### config.mk
export PLATFORM = sky130hd
export DESIGN_NAME = clock_set_ctrl
export DESIGN_NICKNAME = d
export VERILOG_FILES = /design/src/rtl/clock_pkg.sv /design/src/rtl/tick_prescaler.sv /design/src/rtl/clock_set_ctrl.sv
export SDC_FILE = /design/constraint.sdc
export NUM_CORES = 1
export LEC_CHECK = 0
export ABC_AREA = 1
export CAP_MARGIN = 30
export CORE_MARGIN = 4
export CORE_UTILIZATION = 55
export CTS_BUF_LIST = sky130_fd_sc_hd__clkbuf_2 sky130_fd_sc_hd__clkbuf_4 sky130_fd_sc_hd__clkbuf_8
export DETAILED_ROUTE_END_ITERATION = 16
export PLACE_DENSITY = 0.83
export SYNTH_ARGS = -nofsm -noshare
export SYNTH_HDL_FRONTEND = slang
export SYNTH_SLANG_ARGS = --single-unit
### constraint.sdc
create_clock -name clk -period 2.1 [get_ports clk]
set_clock_uncertainty 0.2 [all_clocks]
set_input_delay 0.63 -clock clk [delete_from_list [all_inputs] [get_ports clk]]
set_output_delay 0.63 -clock clk [all_outputs]
set_load 0.005 [all_outputs]
### src/rtl/clock_pkg.sv
// clock_pkg: shared widths, limits, mode encoding and wrap helpers for the clock set controller
package clock_pkg;
  localparam int HOURS_MAX   = 23;
  localparam int MINUTES_MAX = 59;
  localparam int HOURS_W     = 5;
  localparam int MINUTES_W   = 6;
  typedef enum logic [1:0] {RUN, SET_HR, SET_MIN, SET_ALM} mode_e;
  function automatic logic [HOURS_W-1:0] inc_h(input logic [HOURS_W-1:0] h);
    return (h == HOURS_W'(HOURS_MAX)) ? '0 : h + 1'b1;
  endfunction
  function automatic logic [MINUTES_W-1:0] inc_m(input logic [MINUTES_W-1:0] m);
    return (m == MINUTES_W'(MINUTES_MAX)) ? '0 : m + 1'b1;
  endfunction
  function automatic logic [HOURS_W-1:0] clamp_h(input logic [HOURS_W-1:0] h);
    return (h > HOURS_W'(HOURS_MAX)) ? '0 : h;
  endfunction
  function automatic logic [MINUTES_W-1:0] clamp_m(input logic [MINUTES_W-1:0] m);
    return (m > MINUTES_W'(MINUTES_MAX)) ? '0 : m;
  endfunction
endpackage

### src/rtl/tick_prescaler.sv
// tick_prescaler: 1 s tick while running, half-period blink phase while editing.
// Any change of run restarts the count, so the first tick comes TICK_DIV cycles after resuming.
module tick_prescaler #(
  parameter int TICK_DIV = 50_000_000
) (
  input  logic clk,
  input  logic reset,
  input  logic run,
  output logic tick_1s,
  output logic blink
);
  localparam int CW = $clog2(TICK_DIV);
  logic [CW-1:0] r_cnt, w_cnt_n;
  logic r_run, r_tick, r_blink, w_restart, w_wrap;
  assign w_restart = run != r_run;
  assign w_wrap    = r_cnt == CW'(TICK_DIV - 1);
  assign w_cnt_n   = (w_restart || w_wrap) ? '0 : r_cnt + 1'b1;
  always_ff @(posedge clk) begin
    if (reset) begin
      r_run   <= 1'b1;
      r_cnt   <= '0;
      r_tick  <= 1'b0;
      r_blink <= 1'b0;
    end else begin
      r_run   <= run;
      r_cnt   <= w_cnt_n;
      r_tick  <= run && w_cnt_n == CW'(TICK_DIV - 1);
      r_blink <= (run || w_restart) ? 1'b0 : r_blink ^ (r_cnt == CW'(TICK_DIV / 2 - 1) || w_wrap);
    end
  end
  assign tick_1s = r_tick;
  assign blink   = r_blink;
endmodule

### src/rtl/clock_set_ctrl.sv
// clock_set_ctrl: tick generation and button-driven set-time FSM for the HH:MM:SS counter.
// Define CLOCK_ALARM_EN to add alarm editing, arming and dismiss.
module clock_set_ctrl
  import clock_pkg::*;
#(
  parameter int TICK_DIV = 50_000_000
) (
  input  logic                 clk,
  input  logic                 reset,
  input  logic                 btn_mode,
  input  logic                 btn_inc,
  input  logic [HOURS_W-1:0]   cur_hours,
  input  logic [MINUTES_W-1:0] cur_minutes,
  output logic                 tick_1s,
  output logic                 load,
  output logic [HOURS_W-1:0]   load_hours,
  output logic [MINUTES_W-1:0] load_minutes,
  output logic [1:0]           edit_mode,
  output logic                 blink
`ifdef CLOCK_ALARM_EN
  ,
  output logic                 alarm,
  output logic                 alarm_armed
`endif
);
`ifdef CLOCK_ALARM_EN
  localparam mode_e AFTER_MIN = SET_ALM;
`else
  localparam mode_e AFTER_MIN = RUN;
`endif
  mode_e r_state, w_state_n;
  logic [HOURS_W-1:0] r_edit_h, w_edit_h_n, r_load_h;
  logic [MINUTES_W-1:0] r_edit_m, w_edit_m_n, r_load_m;
  logic r_load, w_leave, w_hold, w_blink;
`ifdef CLOCK_ALARM_EN
  logic [HOURS_W-1:0] r_alm_h, w_alm_h_n;
  logic [MINUTES_W-1:0] r_alm_m, w_alm_m_n;
  logic r_alm_sub, w_alm_sub_n, r_armed, w_armed_n, r_dismiss, w_dismiss_n, r_alarm, w_alarm_n;
  // A mode press while ringing only silences; it does not enter editing.
  assign w_hold      = r_alarm;
  assign w_dismiss_n = (r_state == RUN && btn_mode && r_alarm) || (r_dismiss && cur_minutes == r_alm_m);
  assign w_alarm_n   = w_state_n == RUN && w_armed_n && cur_hours == w_alm_h_n
                       && cur_minutes == w_alm_m_n && !w_dismiss_n;
  assign alarm       = r_alarm;
  assign alarm_armed = r_armed;
`else
  assign w_hold = 1'b0;
`endif
  assign w_leave = r_state == SET_MIN && btn_mode;
  always_comb begin
    w_state_n  = r_state;
    w_edit_h_n = r_edit_h;
    w_edit_m_n = r_edit_m;
`ifdef CLOCK_ALARM_EN
    w_alm_sub_n = r_alm_sub;
    w_alm_h_n   = r_alm_h;
    w_alm_m_n   = r_alm_m;
    w_armed_n   = r_armed;
`endif
    case (r_state)
      RUN: if (btn_mode && !w_hold) begin
        w_state_n  = SET_HR;
        w_edit_h_n = clamp_h(cur_hours);
        w_edit_m_n = clamp_m(cur_minutes);
      end
      SET_HR:  if (btn_mode) w_state_n = SET_MIN; else if (btn_inc) w_edit_h_n = inc_h(r_edit_h);
      SET_MIN: if (btn_mode) w_state_n = AFTER_MIN; else if (btn_inc) w_edit_m_n = inc_m(r_edit_m);
      default: begin
`ifdef CLOCK_ALARM_EN
        if (btn_mode) begin
          w_alm_sub_n = !r_alm_sub;
          w_state_n   = r_alm_sub ? RUN : SET_ALM;
          w_armed_n   = r_armed || r_alm_sub;
        end else if (btn_inc) begin
          w_alm_h_n = r_alm_sub ? r_alm_h : inc_h(r_alm_h);
          w_alm_m_n = r_alm_sub ? inc_m(r_alm_m) : r_alm_m;
        end
`else
        w_state_n = RUN;
`endif
      end
    endcase
  end
  always_ff @(posedge clk) begin
    if (reset) begin
      r_state  <= RUN;
      r_edit_h <= '0;
      r_edit_m <= '0;
      r_load   <= 1'b0;
      r_load_h <= '0;
      r_load_m <= '0;
`ifdef CLOCK_ALARM_EN
      r_alm_sub <= 1'b0;
      r_alm_h   <= '0;
      r_alm_m   <= '0;
      r_armed   <= 1'b0;
      r_dismiss <= 1'b0;
      r_alarm   <= 1'b0;
`endif
    end else begin
      r_state  <= w_state_n;
      r_edit_h <= w_edit_h_n;
      r_edit_m <= w_edit_m_n;
      r_load   <= w_leave;
      if (w_leave) begin
        r_load_h <= r_edit_h;
        r_load_m <= r_edit_m;
      end
`ifdef CLOCK_ALARM_EN
      r_alm_sub <= w_alm_sub_n;
      r_alm_h   <= w_alm_h_n;
      r_alm_m   <= w_alm_m_n;
      r_armed   <= w_armed_n;
      r_dismiss <= w_dismiss_n;
      r_alarm   <= w_alarm_n;
`endif
    end
  end
  // The prescaler sees RUN one cycle late, which also keeps it parked through the load cycle.
  tick_prescaler #(.TICK_DIV(TICK_DIV)) u_presc (
    .clk     (clk),
    .reset   (reset),
    .run     (r_state == RUN),
    .tick_1s (tick_1s),
    .blink   (w_blink)
  );
  assign blink        = w_blink && r_state != RUN;
  assign load         = r_load;
  assign load_hours   = r_load_h;
  assign load_minutes = r_load_m;
  assign edit_mode    = r_state;
endmodule
==> Word-level counts from Yosys, hierarchy flattened <==
Cells that the tools add are included.
{ "word_totals": {"ff_bits": 54, "input_bits": 15, "out_inout_bits": 16, "wordCells": 62} }
{ "op_classes": {"addsub": 3, "order_cmp": 2, "n_eq_ne": 15, "n_mux": 17, "bitwise": 1, "reduce_logical": 14} }
{ "op_table": {"columns": ["cell", "count"], "rows": [
  ["$eq A26 B26 Y1 const B", 2],
  ["$mux W6", 5],
  ["$add A26 B1 Y26 const B", 1],
  ["$eq A26 B25 Y1 const B", 1],
  ["$mux W26", 1],
  ["$mux W5", 5],
  ["$ne A2 B2 Y1 const B", 7],
  ["$pmux W6 S2", 1],
  ["$pmux W5 S2", 1],
  ["$reduce_and A4 Y1", 2],
  ["$add A6 B1 Y6 const B", 1],
  ["$eq A6 B6 Y1 const B", 1],
  ["$gt A6 B6 Y1 const B", 1],
  ["$mux W2", 3],
  ["$pmux W2 S3", 1],
  ["$reduce_bool A2 Y1", 3],
  ["$add A5 B1 Y5 const B", 1],
  ["$eq A5 B5 Y1 const B", 1],
  ["$gt A5 B5 Y1 const B", 1],
  ["$logic_and A1 B1 Y1", 3],
  ["$logic_or A1 B1 Y1", 3],
  ["$reduce_and A3 Y1", 1],
  ["$eq A2 B1 Y1 const B", 1],
  ["$eq A2 B2 Y1 const B", 1],
  ["other kinds (4)", 4]
]} }

==> Depth between registers and ports, before layout <==
{ "depth": {"word_depth": 6, "depth_mapped": 12, "depth_no_buf": 12} }

==> Cells and area by module <==
From an unflattened synthesis, not the netlist that was laid out.
{ "unflattened": {"cells_unflattened": 509, "hier_area_um2": 3129.3} }
{ "by_module_without_submodules": {"columns": ["module", "n_inst", "cells_each", "area_each_um2", "seq_area_each_um2"], "rows": [
  ["tick_prescaler", 1, 296, 1795.5, 580.6],
  ["clock_set_ctrl", 1, 213, 1333.8, 500.5]
]} }

==> Worst setup path after synthesis <==
OpenSTA, ideal clock, no wires.
{ "synth_timing": {"kind": "reg-to-reg", "from": "register u_presc.r_cnt[0]", "to": "register u_presc.r_tick, in the netlist u_presc.tick_1s", "setup_ns": 0.064, "arrival_ns": 1.497, "required_ns": 1.836, "slack_ns": 0.339, "path_stages_with_launch": 11, "path_buffers": 0, "synth_period_minus_slack_ns": 1.761, "cell_sequence": "dfxtp_1 > ha_1 > nand3_1 > inv_2 > nand2_2 > nor2_1 > xor2_1 > nand2_1 > nor2_1 > nand3_1 > nor2_1"} }
{ "synth_via": {"elab_chain_cells": 5, "word_cells_on_any_way": 6, "classes_between": "add/sub: 1; eq/ne: 2; mux: 1; reduce/logical: 2"} }
{ "synth_lines": {"columns": ["element", "line", "text"], "rows": [
  ["start, declared", "tick_prescaler.sv:13", "logic [CW-1:0] r_cnt, w_cnt_n;"],
  ["start signal, assigned", "tick_prescaler.sv:26", "r_cnt <= w_cnt_n;"],
  ["branches (longest 2 deep; another with $add A26 B1 Y26)", null, null],
  ["$mux W26 (*)", "tick_prescaler.sv:17", "assign w_cnt_n = (w_restart || w_wrap) ? '0 : r_cnt + 1'b1;"],
  ["$eq A26 B26 Y1 (*)", "tick_prescaler.sv:27", "r_tick <= run && w_cnt_n == CW'(TICK_DIV - 1);"],
  ["$logic_and A1 B1 Y1 (*)", "tick_prescaler.sv:27", null],
  ["end signal, assigned", "tick_prescaler.sv:27", null],
  ["end, declared", "tick_prescaler.sv:14", "logic r_run, r_tick, r_blink, w_restart, w_wrap;"]
]} }
Every way passes the cells marked *.
A chain may end at the register's enable or synchronous reset.

==> Final worst setup path <==
{ "layout_timing": {"from": "register r_state[1], in the netlist edit_mode[1]", "to": "output edit_mode[1]"} }
{ "layout_rtl": {"columns": ["element", "line", "text"], "rows": [
  ["start, declared", "clock_set_ctrl.sv:31", "mode_e r_state, w_state_n;"],
  ["start signal, assigned", "clock_set_ctrl.sv:101", "r_state <= w_state_n;"],
  ["end, declared", "clock_set_ctrl.sv:18", "output logic [1:0] edit_mode,"]
]} }
No word-level cell between the ends.

==> flow_metrics.py <==
metrics = {
    "yosys": {
        "ys_ff_latch": 54,
        "synth_top_family_by_area": "simple AND/OR/NAND/NOR gates",
        "syn-num-nets": 469,
        "netlist_area_mm2": 0.00293,
        "synth_cell_types": 32,
        "ys_top_cells_by_area": "dfxtp_1 (37%), nand2_1 (14%), nor2_1 (12%)",
        "yosysTopAreaCellShare_pct": 36.9,
        "yosys.area.top_type": "dfxtp_1",
        "synth_simple_gate_area_share_pct": 41.2,
        "synth_compound_area_share_pct": 9.06,
        "synthMuxAreaShare_pct": 0,
        "syn_area_per_cell_um2": 6.50,
        "synth_xor_area_share_pct": 3.55,
        "netlist_instances": 450,
        "yosysSeqAreaShare_pct": 36.9,
        "synth_warnings": 0,
        "synth-adder-area-share_pct": 1.71,
    },
    "setup_path": {
        "r2r_slack_ns": 0.10,
        "arrival_ns": 1.21,
        "r2r-end": "u_presc.tick_1s",
        "critical-path-top-delay-family": "buffers and inverters",
        "startpoint_type": "flop",
        "end_kind": "output pin",
        "worst_path_largest_cell_delay_ns": 0.52,
        "critical_path_class": "flop to output pin",
        "r2r_start": "u_presc.r_cnt[0]",
        "path_cells": "clkdlybuf4s50_1",
        "path_buf_inv": 1,
        "required_ns": 1.27,
        "rr_worst_depth": 10,
        "crit_fanout": 3,
        "slowest_stage": "clkdlybuf4s50_1",
    },
    "hold_path": {
        "min_path_type": "flop to flop",
        "hp-start": "u_presc.r_cnt[0]",
        "hold_end": "u_presc.r_cnt[0]",
        "hold_path_depth": 1,
    },
    "global_routing": {
        "grt.total_usage_pct": 24.6,
        "grt_overflow": 0,
        "first_global_vias": 2890,
        "grt_max_degree": 25,
        "grt_pass1_wl_mm": 12.8,
        "antenna_found_initial": 0,
    },
    "placement": {
        "dpl.hpwl_mm": 5.71,
        "dpl_worst_slack_ns": -0.112,
        "portBuffers": 30,
        "place_congestion": 1.06,
    },
    "power_and_ir_drop": {
        "share_seq_of_total_power_pct": 55.4,
        "p_sw_share_pct": 28.4,
        "internal_power_mw": 1.42,
        "p_leak_nw": 1.40,
        "p_per_area_mw_per_mm2": 562,
        "combinationalPowerShare_pct": 12.0,
        "clkPwrFrac_pct": 32.6,
        "peakVddDrop_v": 0.000436,
        "p_sw_uw": 564,
    },
    "clocking": {
        "ctsHoldBuffers": 0,
        "cts_made_buffers": 5,
        "clk_path_buf_depth": 2,
        "cts.sinks": 54,
        "cts-htree-levels": 2,
        "clockRootBuffer": "clkbuf_8",
        "clk_latency_ns": 0.32,
        "cts_tree": "yes",
        "clk_pin_slew_ns": 0.11,
    },
    "cells_and_area": {
        "fin_nets": 514,
        "fillers": 467,
        "syn2layout_area_growth_pct": 20.7,
        "regArea_mm2": 0.00109,
        "drive_gt1_share_pct": 11.5,
        "multi_input_area_mm2": 0.00165,
        "num_antenna_cells": 0,
    },
    "routing": {
        "top_layer": "met4",
        "vias": 2998,
        "dr_wl_met2_mm": 3.58,
        "routed_wl_mm": 7.44,
        "m1WireLength_mm": 3.28,
        "vias_per_cell": 5.30,
        "ant_nets": 0,
        "drc_errors": 0,
        "firstDrtPassIters": 5,
        "drtIter0Drc": 253,
        "wl_per_cell_um": 13.1,
        "routed-wl-met3_um": 380,
    },
    "sta": {
        "final-hold-violation-count": 0,
        "finalSetupViolations": 0,
        "fmax_ghz": 0.490,
        "maxSlewViolCount": 0,
        "slew_headroom_pct": 75.8,
        "worstMarginPinSlew_ns": 0.362,
        "period_minus_slack_ns": 2.04,
        "tns_ns": 0,
        "fin_crit_sh_pct": 97.3,
        "setup_ws_ns": 0.0572,
    },
    "floorplanning": {
        "core_region_area_mm2": 0.00514,
        "floorplan.io_pins": 31,
        "die_w_um": 80.9,
        "die_h_um": 80.9,
        "design.die.area_mm2": 0.00655,
        "start_util_pct": 56.9,
        "rows": 26,
    },
    "flow_run": {
        "drv_cap": 0,
    },
    "status": {
        "status": "complete, no violations",
    },
}
[sequential cells by signal (all words and copies together), names as in the netlist]
signal	cells
r_edit_h	5
u_presc.r_cnt	26
load_hours	5
u_presc.tick_1s	1
r_edit_m	6
load	1
u_presc.r_run	1
edit_mode	2
u_presc.blink	1
load_minutes	6
[synth_stat cells]
cell and instances:
nand3_1 35, nand4_1 7, a311oi_1 1, nor3_1 7, buf_1 1, nor4_1 2
nand3b_1 3, nor3b_1 1, nor2_1 94, clkinv_1 1, buf_2 2, inv_2 4
ha_1 4, nand2_4 1, inv_1 43, clkinv_2 1, o21ai_0 27, nand2_2 5
dfxtp_1 54, xor2_1 7, buf_4 2, xor2_2 1, nor2_4 3, nand2_1 108
nand3_2 1, nor2_2 5, nor2_8 1, xnor2_1 3, a31oi_1 9, clkbuf_1 2
a21oi_1 13, or2_2 2
[placed cells by master, fill, tap and decap left out, types with 2 or more instances in the layout]
master           count
buf_4               14
dlygate4sd2_1        2
nand3_1             35
nor4_1               2
dfxtp_4              2
xnor2_1              3
o21ai_0             27
inv_2                4
xor2_2               2
nand3b_1             3
a21oi_1             13
nand4_1              7
ha_1                 3
nor2_2               7
clkbuf_8             5
a31oi_1              9
clkdlybuf4s50_1     28
or2_2                2
dfxtp_1             49
nor3_1               7
nand2_2              5
inv_1               43
dfxtp_2              3
xor2_1               6
nor2_4               4
nand2_1            108
nor2_1              91
[layer usage]
metal / up-vias / track usage (%)
li1: 1528 / -
met1: 1353 / 31.0
met2: 97 / 42.2
met3: 20 / 4.21
met4: 0 / 8.61
met5: - / 0
[cell type report]
cell class | instances | area share, %
Multi-Input combinational cell | 340 | 46.6
Sequential cell | 54 | 30.9
Timing Repair Buffer | 45 | 12.0
Inverter | 49 | 5.24
Tap cell | 70 | 2.48
Clock buffer | 5 | 1.95
Clock inverter | 3 | 0.815
[logic make-up after synthesis]
group / count (synthesis)
flops: 54
compound gates: 50
buf+inv: 56
fa+ha+maj: 4
xor+xnor: 11
simple gates: 275
[stage by stage]
| step | utilization [%] | total power, mW | hold WS [ns] | instance area, um2 | std cells |
|---|---|---|---|---|---|
| floorplan | - | 1.25 | 0.240 | 2930 | 450 |
| global placement | 66.1 | 1.35 | 0.258 | 3400 | 557 |
| detailed placement | 66.1 | 1.35 | 0.262 | 3400 | 557 |
| CTS | 68.3 | 2.00 | 0.291 | 3510 | 566 |
| global route | 68.7 | 2.07 | 0.281 | 3530 | 566 |
| finish | 68.7 | 1.99 | 0.258 | 3530 | 566 |
[how the worst max path moves through the flow]
stage / cells after the start / startpoint / to / slack, ns
2_1_floorplan: 10 / u_presc.r_cnt[0] / u_presc.tick_1s / 0.34
6_report: 1 / edit_mode[1] / edit_mode[1] / 0.06
4_1_cts: 10 / u_presc.r_cnt[0] / u_presc.tick_1s / 0.04
3_3_place_gp: 7 / btn_mode / r_edit_m[4] / 0.007
3_5_place_dp: 7 / btn_mode / r_edit_m[3] / -0.11
5_1_grt: 11 / u_presc.r_cnt[0] / u_presc.tick_1s / -0.0007
[power groups by stage]
stage	registers, mW	clock network (mW)	logic [mW]
2_1_floorplan	1.11	0	0.135
3_3_place_gp	1.12	0	0.226
3_5_place_dp	1.12	0	0.233
4_1_cts	1.10	0.662	0.237
5_1_grt	1.11	0.700	0.265
6_report	1.10	0.648	0.238
[repair_timing]
item,in CTS,in global routing
setup buffers,1,0
resized for setup,8,7
endpoints found under the setup margin,1,26
pin swaps,0,0
hold endpoints to repair,0,0
No activity file was read; power rests on OpenSTA's default activity.
